<file path="config.mk">
export PLATFORM = sky130hd
export DESIGN_NAME = baud_gen_multi
export DESIGN_NICKNAME = d
export VERILOG_FILES = /design/src/rtl/baud_gen_multi.sv
export SDC_FILE = /design/constraint.sdc
export NUM_CORES = 1
export LEC_CHECK = 0
export CAP_MARGIN = 20
export CELL_PAD_IN_SITES_DETAIL_PLACEMENT = 2
export CELL_PAD_IN_SITES_GLOBAL_PLACEMENT = 2
export CORE_MARGIN = 2
export CORE_UTILIZATION = 40
export CTS_CLUSTER_DIAMETER = 60
export DETAILED_ROUTE_END_ITERATION = 10
export GPL_ROUTABILITY_DRIVEN = 0
export PLACE_DENSITY_LB_ADDON = 0.1
export RECOVER_POWER = 25
export SYNTH_ARGS = -nofsm -noshare
export SYNTH_HDL_FRONTEND = slang
export SYNTH_SLANG_ARGS = --single-unit
</file>
<file path="constraint.sdc">
create_clock -name clk -period 4.63 [get_ports clk]
set_input_delay 0.926 -clock clk [delete_from_list [all_inputs] [get_ports clk]]
set_output_delay 0.926 -clock clk [all_outputs]
set_load 0.02 [all_outputs]
</file>
<file path="src/rtl/baud_gen_multi.sv">
// Programmable baud-rate generator: divider -> oversample tick -> baud tick -> square wave.
// Divisor changes are held pending and applied only on a period boundary, sync or idle.
module baud_gen_multi #(
  parameter int               DIV_W       = 16,
  parameter int               OSR         = 16,
  parameter logic [DIV_W-1:0] DEFAULT_DIV = 16'd162
) (
  input  logic             clk,
  input  logic             rst_n,
  input  logic             en,
  input  logic [DIV_W-1:0] div_in,
  input  logic             div_ld,
  input  logic             sync,
  output logic             os_tick,
  output logic             baud_tick,
  output logic             clk_out,
  output logic [DIV_W-1:0] div_cur
);

  localparam int               OS_W    = $clog2(OSR);
  localparam logic [OS_W-1:0]  OS_LAST = OS_W'(OSR - 1);
  localparam logic [OS_W-1:0]  OS_ONE  = OS_W'(1);
  localparam logic [DIV_W-1:0] DIV_ONE = DIV_W'(1);

  logic [DIV_W-1:0] div_cnt_q, div_cnt_d;
  logic [OS_W-1:0]  os_cnt_q, os_cnt_d;
  logic             os_tick_q, os_tick_d;
  logic             baud_tick_q, baud_tick_d;
  logic             clk_out_q, clk_out_d;
  logic [DIV_W-1:0] div_cur_q, div_cur_d;
  logic [DIV_W-1:0] pend_val_q, pend_val_d;
  logic             pend_q, pend_d;

  logic terminal;
  logic boundary;

  // >= rather than == so a divisor shrunk while idle can never strand the counter above it.
  assign terminal = en && (div_cnt_q >= div_cur_q);
  assign boundary = sync || terminal;

  always_comb begin
    div_cnt_d   = div_cnt_q;
    os_cnt_d    = os_cnt_q;
    os_tick_d   = 1'b0;
    baud_tick_d = 1'b0;
    clk_out_d   = clk_out_q;

    if (sync) begin
      div_cnt_d = '0;
      os_cnt_d  = '0;
    end else if (terminal) begin
      div_cnt_d = '0;
      os_tick_d = 1'b1;
      if (os_cnt_q == OS_LAST) begin
        os_cnt_d    = '0;
        baud_tick_d = 1'b1;
        clk_out_d   = ~clk_out_q;
      end else begin
        os_cnt_d = os_cnt_q + OS_ONE;
      end
    end else if (en) begin
      div_cnt_d = div_cnt_q + DIV_ONE;
    end
  end

  // A load landing on a boundary edge bypasses the pending register so it rules the next period.
  always_comb begin
    div_cur_d  = div_cur_q;
    pend_val_d = pend_val_q;
    pend_d     = pend_q;

    if (div_ld && boundary) begin
      div_cur_d = div_in;
      pend_d    = 1'b0;
    end else if (div_ld) begin
      pend_val_d = div_in;
      pend_d     = 1'b1;
    end else if (pend_q && (boundary || !en)) begin
      div_cur_d = pend_val_q;
      pend_d    = 1'b0;
    end
  end

  always_ff @(posedge clk or negedge rst_n) begin
    if (!rst_n) begin
      div_cnt_q   <= '0;
      os_cnt_q    <= '0;
      os_tick_q   <= 1'b0;
      baud_tick_q <= 1'b0;
      clk_out_q   <= 1'b0;
      div_cur_q   <= DEFAULT_DIV;
      pend_val_q  <= '0;
      pend_q      <= 1'b0;
    end else begin
      div_cnt_q   <= div_cnt_d;
      os_cnt_q    <= os_cnt_d;
      os_tick_q   <= os_tick_d;
      baud_tick_q <= baud_tick_d;
      clk_out_q   <= clk_out_d;
      div_cur_q   <= div_cur_d;
      pend_val_q  <= pend_val_d;
      pend_q      <= pend_d;
    end
  end

  assign os_tick   = os_tick_q;
  assign baud_tick = baud_tick_q;
  assign clk_out   = clk_out_q;
  assign div_cur   = div_cur_q;

endmodule

</file>
==> results of run 1 <==
## worst max-delay path, cell delays in order, from the launching register on
cell and delay, ns:
sky130_fd_sc_hd__dfrtp_1 0.42, sky130_fd_sc_hd__inv_1 0.08, sky130_fd_sc_hd__ha_1 0.27, sky130_fd_sc_hd__nand2b_4 0.14, sky130_fd_sc_hd__a2111o_1 0.45, sky130_fd_sc_hd__a32oi_4 0.30
sky130_fd_sc_hd__nand3_2 0.19, sky130_fd_sc_hd__a211o_1 0.69, sky130_fd_sc_hd__mux2_4 0.43
## cell type report
class | instances | share of cell area [%]
Sequential cell | 56 | 38.4
Inverter | 19 | 1.95
Clock buffer | 5 | 1.88
Clock inverter | 3 | 0.616
Tap cell | 102 | 3.49
Multi-Input combinational cell | 182 | 42.5
Timing Repair Buffer | 42 | 11.2
## cells in the final DEF (no fill, tap or decap), types with 2 or more instances in the layout
cell type and n:
sky130_fd_sc_hd__xnor2_1 3, sky130_fd_sc_hd__clkbuf_8 5, sky130_fd_sc_hd__o21ai_0 9, sky130_fd_sc_hd__and2_1 3, sky130_fd_sc_hd__nand4_1 4, sky130_fd_sc_hd__a21o_1 10
sky130_fd_sc_hd__mux2_2 40, sky130_fd_sc_hd__and3_1 4, sky130_fd_sc_hd__xor2_1 2, sky130_fd_sc_hd__clkdlybuf4s50_1 38, sky130_fd_sc_hd__and4_1 3, sky130_fd_sc_hd__a22o_1 4
sky130_fd_sc_hd__nor2_1 10, sky130_fd_sc_hd__a31oi_1 3, sky130_fd_sc_hd__a21oi_1 6, sky130_fd_sc_hd__inv_1 19, sky130_fd_sc_hd__mux2_4 9, sky130_fd_sc_hd__nor3_1 6
sky130_fd_sc_hd__dfrtp_1 53, sky130_fd_sc_hd__nor3b_1 4, sky130_fd_sc_hd__dfstp_2 3, sky130_fd_sc_hd__or3_1 2, sky130_fd_sc_hd__nand3_1 8, sky130_fd_sc_hd__buf_4 3
sky130_fd_sc_hd__ha_1 18, sky130_fd_sc_hd__nand2_1 15
## stage by stage
step / total power, mW / worst slack (ns) / hold slack (ns) / instance area, um2 / instances
after global placement: 0.892 / 1.51 / 0.456 / 3570 / 401
after detailed placement: 0.906 / 1.43 / 0.471 / 3570 / 401
after CTS: 1.20 / 1.55 / 0.494 / 3660 / 409
final: 1.18 / 1.55 / 0.481 / 3660 / 409
after floorplan: 0.770 / 1.88 / 0.446 / 3100 / 266
after global routing: 1.24 / 1.31 / 0.506 / 3660 / 409
## flip-flops by register name, summed over array words and instances, names as in the netlist
signal,flops
div_cur,16
div_cnt_q,16
clk_out,1
baud_tick,1
os_cnt_q,4
os_tick,1
pend_q,1
pend_val_q,16
## per-layer routing
| layer | vias up | share of wire [%] |
|---|---|---|
| met5 | - | 0 |
| met4 | 0 | 0.55 |
| met3 | 4 | 2.1 |
| met2 | 28 | 49 |
| met1 | 1127 | 48 |
| li1 | 1033 | - |
## power by group
group | internal, mW | switching, mW | total (mW)
logic | 0.165 | 0.144 | 0.309
clock network | 0.109 | 0.179 | 0.288
registers | 0.544 | 0.0398 | 0.584
## kinds of logic after synthesis
group,count (synthesis)
compound gates,45
buf+inv,28
simple gates,65
xor+xnor,5
fa+ha+maj,18
mux,49
flops,56
## final timing paths
path / depth (start not counted) / to / slack [ns]
worst max-delay path: 8 / pend_val_q[7] / 1.55
worst min-delay path: 1 / clk_out / 0.48
worst max register to register: 8 / pend_val_q[7] / 1.55
worst min register to register: 1 / clk_out / 0.48
max in group asynchronous: 2 / div_cnt_q[1] / 3.40
min in group asynchronous: 2 / clk_out / 0.74
==> results list, run 1 <==
- Number of H-tree branching levels: 2
* Met3 capacity usage during global routing: 3.37%
- After clock tree synthesis, the clock-pin slew on the worst setup and hold paths is 0.11 ns.
* Area used by multi-input combinational logic: 0.00155 mm2
* Leftover overflow at the end of global routing: 0
- GR Util met1: 27.4%
- Based on the critical path, the design can be clocked at up to 325 MHz.
- Of all flip-flops after synthesis, the portion carrying an async set or reset was 100%.
* Proportion of synthesized chip area in sequential cells: 45.4%
* Most area-hungry cell type in the Yosys netlist: sky130_fd_sc_hd__dfrtp_1
* Reg-to-reg critical path startpoint: div_cnt_q[0]
* Router iterations before antenna repair: 4
- Initial antenna violation count: 0
- Wirelength, routed: 7.86 mm
- In this run the static leakage power is 1.70 nW.
* Number of maximum-capacitance constraint violations: 0
- Syn_nets: 305
- For this design the ratio of total power to cell area is 323 mW/mm2.
- In this run the vertical extent of the chip is 92.0 um.
* Fraction of layout instances using a drive strength above 1: 23.1%
* Max Buffers Root-to-Sink: 2
* Startpoint of the most critical hold path: clk_out
- Flip-flop and latch count after synthesis: 56
- Setup violations remaining at the end of the flow were counted as 0.
- Critical path launch point: div_cnt_q[0]
- Summed over its instances, the top area cell type makes up 42.8% of the synthesized netlist area.
- Post-synthesis share of cell area spent on full adders, half adders and majority gates: 7.27%
- For this design, the sink count on the clock tree is 56.
- Worst rel slew slack: 38.9%
- Setup repair after global routing missed its margin: false
* Final critical path time including I/O delays and setup: 3.08 ns
- Global routing used 20.1% of the available tracks.
- Averaged over all synthesized cells, the footprint is 11.6 um2.
* Period utilisation layout: 66.5%
- Post-CTS Hold Buffers: 0
- Counting the fill cells in the layout gives 789.
- Crit end category: flop
- The worst-case IR drop observed on VDD is 0.000136 V.
* Row Count: 32
- Global routing used 34.3% of the available met2 tracks.
- The layer flagged by global routing as most heavily used is met2.
- The routed layout has 2192 vias.
- The total area inside the core boundary comes to 0.00761 mm2.
* Critical Path RT: 4.84 ns
* Simple-gate portion of the synthesized area: 11.6%
* Net total in the final layout: 345
- 0 antenna diodes ended up in the layout.
* Clock latency on the worst-skew pair: 0.32 ns
- Most common cell in the synthesized netlist: sky130_fd_sc_hd__dfrtp_1
- In this run, the number of DRC markers left after iteration 0 of detailed routing was 98.
* Final worst clock skew: 0.00779 ns
- Hold Vio Cnt, Final: 0
- Slew @ Worst Pin: 0.917 ns
* Post-layout utilization of the core: 48.1%
- Hold WC Path Type: flop to flop
- The floorplan step defined a die boundary enclosing 0.00846 mm2.
- Maximum number of pins on one net before global-route repair: 57
- Largest fanout on the critical path: 17
- 40 I/O pins were placed.
- Effective utilization at floorplan: 40.7%
- The number of global-route vias before repair came to 2510.
- After synthesis, the netlist uses 47 different library cells.
- Synth Area in Compound Gates: 11.0%
- Of the total synthesized cell area, the portion taken by XOR and XNOR cells is 1.41%.
* Remaining routing DRC violations: 0
* Area grow syn2layout: 18.1%
* First-pass GRT wire length: 13.3 mm
- Total CTS buffers: 5
* Setup Total Neg Slack: 0 ns
* Detailed-route wire length per cell: 19.2 um
- In the routed layout, each cell is associated on average with a via count of 5.36.
- During synthesis, Yosys emitted a total of 0 warnings.
- Worst EP arrival: 3.29 ns
- Post-cts gate resize count: 0
- Yosys mapped a number of flops with a built-in enable equal to 0.
- Top post-synthesis cells by area: sky130_fd_sc_hd__dfrtp_1, sky130_fd_sc_hd__mux2_2, sky130_fd_sc_hd__ha_1
- The final number of max-transition violations came to 0.
- Synthesized cell area: 0.00310 mm2
- Post-CTS timing repair inserted 0 buffers for setup.
- The cell count after synthesis came out at 266.
* Combined flip-flop and latch cell area: 0.00141 mm2
- ANT nets after route: 0
- Measured against the total synthesized area, the mux share comes to 18.9%.
* Worst setup path class: flop to flop
- HPWL reported at the end of detailed placement: 5.70 mm
- After synthesis, the largest family of logic cells by area is multiplexers.
- Root buffer selected by CTS: sky130_fd_sc_hd__clkbuf_8
* Die width: 92.0 um
- Crit start category: flop
- The commonest cells after synthesis are sky130_fd_sc_hd__dfrtp_1, sky130_fd_sc_hd__mux2_2, sky130_fd_sc_hd__inv_1.
* Outcome: complete, no violations
- TritonCTS clock tree: built
* Commonest register cell after synthesis: sky130_fd_sc_hd__dfrtp_1
- Count of port buffers added during placement: 39
Note: power is estimated with default switching activity, not from simulation.
==> inputs of run 2 (changes only) <==
Settings changed: CORE_UTILIZATION 40 to 37.
Clock period 4.63 ns to 2.95 ns, I/O delays scaled along.
==> results list, run 2 (synthesized netlist as in run 1, its figures left out) <==
* Outcome: finished with violations
- Violated checks: capacitance limit, slew limit
- Net total in the final layout: 351 (+1.7%)
- Final worst clock skew: 0.00921 ns (+0.00142 ns)
* Number of inserted diodes: 0 (unchanged)
- Most common cell after layout, fill and taps aside: sky130_fd_sc_hd__dfrtp_1
* Pwr/cell area: 495 mW/mm2 (+53%)
* Clock latency on the worst-skew pair: 0.31 ns (about the same)
- Final number of max-transition violations: 30 (+30)
- Post-cts gate resize count: 0 (unchanged)
- The deepest clock path buffer count was 2 (unchanged).
- Setup Total Neg Slack: 0 ns (unchanged)
* Detailed-route via count: 2222 (+1.4%)
- Initial DRC Count: 64 (-35%)
* Total CTS buffers: 5 (unchanged)
- Final setup violation count: 0 (unchanged)
- The area growth from synthesis to layout is 20.4%.
* Vias in the first global route: 2479 (-1.2%)
* Worst setup path class: flop to flop
- The count of TritonRoute iterations in the first routing pass was 4 (unchanged).
- The number of hold buffers added after cts is 0 (unchanged).
* Critical Path RT: 3.15 ns (-1.69 ns)
* Root buffer selected by CTS: sky130_fd_sc_hd__clkbuf_8
- Number of fillers in the final layout: 837 (+6.1%)
- STA classifies the critical path startpoint as a flop.
* Slew @ Worst Pin: 1.60 ns (+0.688 ns)
* Wirelength, routed: 7.90 mm (+0.61%)
- The relative contribution of combinational cells to total power came to 26.6% (+0.4 points).
- The switching share of power is 30.3% (-0.45 points).
- The average detailed-routed wire length per instance was 18.9 um (-1.6%).
- The top cell types in the final layout, fill and taps aside, are sky130_fd_sc_hd__dfrtp_1, sky130_fd_sc_hd__mux2_2, sky130_fd_sc_hd__clkdlybuf4s50_1, sky130_fd_sc_hd__inv_1, sky130_fd_sc_hd__ha_1.
- The worst max-slew margin expressed relative to the limit came to -6.98% (-46 points).
* Sink count of the clock tree: 56 (unchanged)
* Post-layout utilization of the core: 45.6% (-2.5 points)
- The starting density of the core is 37.9% (-2.8 points).
- The total half-perimeter wirelength after legalization and detailed placement came to 5.96 mm (+4.5%).
- The post-detailed-route via-to-cell ratio came to 5.32 (-0.81%).
* Number of top-level pins: 40 (unchanged)
* Min Hold Slack: 0.473 ns (-0.00860 ns)
- The largest net degree at the start of global routing came to 30 (-47%).
* Hold WC Path Type: flop to flop
- Full die area: 0.00912 mm2 (+7.8%)
* Peak supply drop: 0.000258 V (+91%)
* Number of H-tree branching levels: 2 (unchanged)
- Largest fanout on the critical path: 16 (-1)
- ANT nets after route: 0 (unchanged)
* TritonCTS clock tree: built
- Sequential fraction of design power: 49.8% (+0.4 points)
- P_leak: 1.73 nW (+1.5%)
- The core footprint is 0.00818 mm2 (+7.5%).
* Crit end category: flop
* Sw Pwr: 0.559 mW (+54%)
- Worst EP arrival: 2.91 ns (-0.38 ns)
- Internal Pwr Total: 1.29 mW (+57%)
- The overall power after layout is 1.85 mW (+56%).
- The hold violation count in the final report was 0 (unchanged).
- Count of port buffers added during placement: 39 (unchanged)
- Setup repair after global routing missed its margin: false
- The number of antenna violations at the first check in global routing came to 0 (unchanged).
* Die width: 95.5 um (+3.8%)
- The pre-CTS setup slack came to 0.175 ns (-1.25 ns).
* Setup fix buffers added after clock tree synthesis: 0 (unchanged)
- Row Count: 33 (+3.1%)
* Height of the chip: 95.5 um (+3.8%)
- The overall overflow remaining after global route came to 0 (unchanged).
- The global routing usage summed across all routing layers came to 19.3% (-0.79 points).
- First-pass GRT wire length: 13.2 mm (-0.73%)
* Clock Power Share: 23.6% (-0.8 points)
* Fraction of layout instances using a drive strength above 1: 24.3% (+1.2 points)
- The final critical-path required period was 2.71 ns (-0.372 ns).
- The clock transition at the registers of the reported paths is 0.10 ns (about the same).
- Remaining routing DRC violations: 0 (unchanged)
- The share of the cycle needed by the critical path after routing was 91.8% (+25 points).
- Highest Clock Rate: 369 MHz (+14%)
- Number of maximum-capacitance constraint violations: 1 (+1)
- The setup slack after layout was 0.242 ns (-1.31 ns).
run 2: through the flow:
step	instances	cell area [um2]
after floorplan	266	3100
after global placement	410	3650
after detailed placement	410	3650
after CTS	418	3740
after global routing	418	3730
final	418	3730
run 2: per-layer routing:
layer	vias up	global-route usage (%)	routed length, um
li1	1046	-	-
met5	-	0	0
met1	1138	26.7	3830
met3	5	3.40	189
met2	33	32.1	3830
met4	0	3.57	59
run 2: worst paths after layout:
check / start / endpoint / slack (ns) / cells past startpoint
max: div_cur[15] / div_cur[10] / 0.24 / 10
min: clk_out / clk_out / 0.47 / 1
max reg2reg: div_cur[15] / div_cur[10] / 0.24 / 10
min reg2reg: clk_out / clk_out / 0.47 / 1
max in group asynchronous: rst_n / os_cnt_q[2] / 0.80 / 2
min in group asynchronous: rst_n / div_cnt_q[14] / 0.67 / 1
run 2: cell type report:
type,instances,area [um2],share of cell area [%]
multi-input cells,182,1560,41.8
clock inverters,2,16.3,0.436
clock buffers,6,72.6,1.95
inverters,19,71.3,1.91
repair buffers,48,474,12.7
well taps,105,131,3.52
flip-flops and latches,56,1410,37.7
run 2: critical path, cell delays in order (launching register included):
cell and delay (ns):
sky130_fd_sc_hd__dfrtp_1 0.41, sky130_fd_sc_hd__inv_1 0.09, sky130_fd_sc_hd__ha_1 0.34, sky130_fd_sc_hd__nand4_1 0.20, sky130_fd_sc_hd__a211oi_2 0.27, sky130_fd_sc_hd__a32oi_4 0.14, sky130_fd_sc_hd__buf_4 0.17, sky130_fd_sc_hd__a21oi_2 0.17
sky130_fd_sc_hd__buf_12 0.18, sky130_fd_sc_hd__mux2_2 0.35, sky130_fd_sc_hd__mux2_2 0.27
run 2: power by group through the flow:
stage	Sequential [mW]	Clock (mW)	Combinational (mW)
floorplan	0.967	0	0.242
global placement	0.931	0	0.481
detailed placement	0.935	0	0.503
CTS	0.921	0.457	0.506
global route	0.933	0.486	0.541
finish	0.920	0.436	0.492
==> inputs of run 3 (changes only) <==
Settings changed: RECOVER_POWER 25 to 100.
==> results list, run 3 (synthesized netlist as in run 1, its figures left out) <==
- The number of DRC violations after detailed-routing iteration 0 is 49 (-23%).
- Tot Pwr: 1.82 mW (-1.5%)
- Detailed-route via count: 2217 (-0.23%)
- The width of the die is 95.5 um (unchanged).
- Highest-count cells in the layout ignoring fill and taps: sky130_fd_sc_hd__dfrtp_1, sky130_fd_sc_hd__mux2_2, sky130_fd_sc_hd__inv_1, sky130_fd_sc_hd__clkdlybuf4s50_1, sky130_fd_sc_hd__dlygate4sd3_1
- The final number of max-transition violations came to 30 (unchanged).
- The area of all placed cells without fillers was 0.00371 mm2 (-0.57%).
- The overall overflow remaining after global route came to 0 (unchanged).
- Worst EP arrival: 2.97 ns (+0.06 ns)
- The total half-perimeter wirelength after legalization and detailed placement is 5.96 mm (unchanged).
- Initial antenna violation count: 0 (unchanged)
* P_leak: 1.72 nW (-0.49%)
- Worst setup path class: flop to flop
- Setup repair after global routing missed its margin: false
- The library cell used most frequently in the layout, excluding fill and tap cells, is sky130_fd_sc_hd__dfrtp_1.
- Min Hold Slack: 0.468 ns (-0.00477 ns)
* Pwr/cell area: 491 mW/mm2 (-0.97%)
- The number of filler instances in the final layout was 842 (+0.60%).
- Period utilisation layout: 93.7% (+2.0 points)
* Full die area: 0.00912 mm2 (unchanged)
* Violated checks: capacitance limit, slew limit
- Peak supply drop: 0.000252 V (-2.4%)
- Largest fanout on the critical path: 17 (+1)
- The number of endpoints failing setup at the final stage was 0 (unchanged).
- The hold violation count in the final report was 0 (unchanged).
* Per-cell via count in the routed design: 5.30 (-0.23%)
* Area grow syn2layout: 19.8%
- The worst max-slew margin expressed relative to the limit was -7.31% (-0.34 points).
- Final standard cell count with taps included and fillers excluded: 418 (unchanged)
- Total CTS buffers: 5 (unchanged)
- The largest net degree at the start of global routing came to 30 (unchanged).
* Post-layout utilization of the core: 45.4% (-0.26 points)
* Number of cells in the design after placement: 410 (unchanged)
- The standard cell area after detailed placement came to 0.00365 mm2 (unchanged).
* Wirelength, routed: 7.87 mm (-0.44%)
- Crit start category: flop
* Worst setup slack after placement: 0.175 ns (unchanged)
- Clock-pin slew on the worst setup and hold paths: 0.11 ns (about the same)
* First-pass GRT wire length: 13.2 mm (unchanged)
- Number of H-tree branching levels: 2 (unchanged)
- The global routing usage summed across all routing layers was 19.3% (unchanged).
- TritonCTS clock tree: built
- Vias in the first global route: 2479 (unchanged)
- The number of sinks on the clock net is 56 (unchanged).
- The deepest clock path buffer count is 2 (unchanged).
- Outcome: finished with violations
- The antenna diode count came to 0 (unchanged).
- The max-capacitance violation count is 1 (unchanged).
* Effective utilization at floorplan: 37.9% (unchanged)
- The count of unresolved DRC violations after routing is 0 (unchanged).
* Detailed-route wire length per cell: 18.8 um (-0.44%)
* Final worst clock skew: 0.0108 ns (+0.00163 ns)
- The share of final-layout standard cells stronger than drive strength 1 is 22.7% (-1.6 points).
* ANT nets after route: 0 (unchanged)
- Count of port buffers added during placement: 39 (unchanged)
- The transition time at the pin with the least slew margin was 1.61 ns (+0.00503 ns).
- Root buffer selected by CTS: sky130_fd_sc_hd__clkbuf_8
- The worst setup path is captured at a flop.
* Placeable core area: 0.00818 mm2 (unchanged)
- Row Count: 33 (unchanged)
- Final critical path time including I/O delays and setup: 2.77 ns (+0.0577 ns)
- Height of the chip: 95.5 um (unchanged)
- The setup slack after layout was 0.185 ns (-0.0577 ns).
- Hold WC Path Type: flop to flop
- Post-CTS Hold Buffers: 0 (unchanged)
* Net total in the final layout: 351 (unchanged)
- Setup Total Neg Slack: 0 ns (unchanged)
- Highest Clock Rate: 362 MHz (-2.1%)
- The count of TritonRoute iterations in the first routing pass is 4 (unchanged).
* Number of top-level pins: 40 (unchanged)
- Critical Path RT: 3.16 ns (about the same)
- The insertion delay to the later sink of the worst-skew pair came to 0.32 ns (about the same).
-- run 3: changes by cell type in the layout (fill, tap and decap cells not counted), sizes merged --
cell           previous run  this run
clkbuf                    8        10
clkdlybuf4s50            38        19
buf                       8         6
dlygate4sd3               0        19
-- run 3: worst paths after layout --
check / start / to / slack (ns) / cells after the start
min in group asynchronous: rst_n / div_cnt_q[14] / 0.67 / 1
min: clk_out / clk_out / 0.47 / 1
max reg2reg: div_cur[0] / pend_val_q[8] / 0.18 / 8
min reg2reg: clk_out / clk_out / 0.47 / 1
max in group asynchronous: rst_n / os_cnt_q[2] / 0.79 / 2
max: div_cur[0] / pend_val_q[8] / 0.18 / 8
-- run 3: per-layer routing --
| layer | up-vias | wire, um | global-route usage (%) |
|---|---|---|---|
| met5 | - | 0 | 0 |
| li1 | 1047 | - | - |
| met2 | 33 | 3820 | 32.1 |
| met4 | 0 | 59 | 3.57 |
| met1 | 1132 | 3800 | 26.7 |
| met3 | 5 | 189 | 3.40 |
-- run 3: timing repair --
action,4_1_cts,5_1_grt
endpoints found under the setup margin,0,13
resized for setup,0,1
setup buffers,0,0
-- run 3: area by class of cell --
type	instances	area (um2)	area share [%]
tap	105	131	3.54
inverter	19	71.3	1.92
clock inverter	2	16.3	0.439
clock buffer	6	72.6	1.96
timing repair buffer	48	472	12.7
sequential	56	1410	37.9
multi-input combinational	182	1540	41.5
-- run 3: where the power goes --
part	internal [mW]	total, mW	switching, mW	leakage [nW]
Sequential	0.854	0.916	0.0622	0.705
Combinational	0.239	0.466	0.227	0.973
Clock	0.170	0.437	0.267	0.0414
Total	1.26	1.82	0.556	1.72
-- run 3: worst max-delay path, cell delays in order (launching register included) --
cell                       delay [ns]
sky130_fd_sc_hd__dfrtp_1         0.44
sky130_fd_sc_hd__ha_1            0.31
sky130_fd_sc_hd__nand2b_4        0.13
sky130_fd_sc_hd__a2111o_1        0.45
sky130_fd_sc_hd__a32oi_4         0.21
sky130_fd_sc_hd__nand3_2         0.17
sky130_fd_sc_hd__a211o_1         0.32
sky130_fd_sc_hd__clkbuf_4        0.26
sky130_fd_sc_hd__mux2_1          0.36
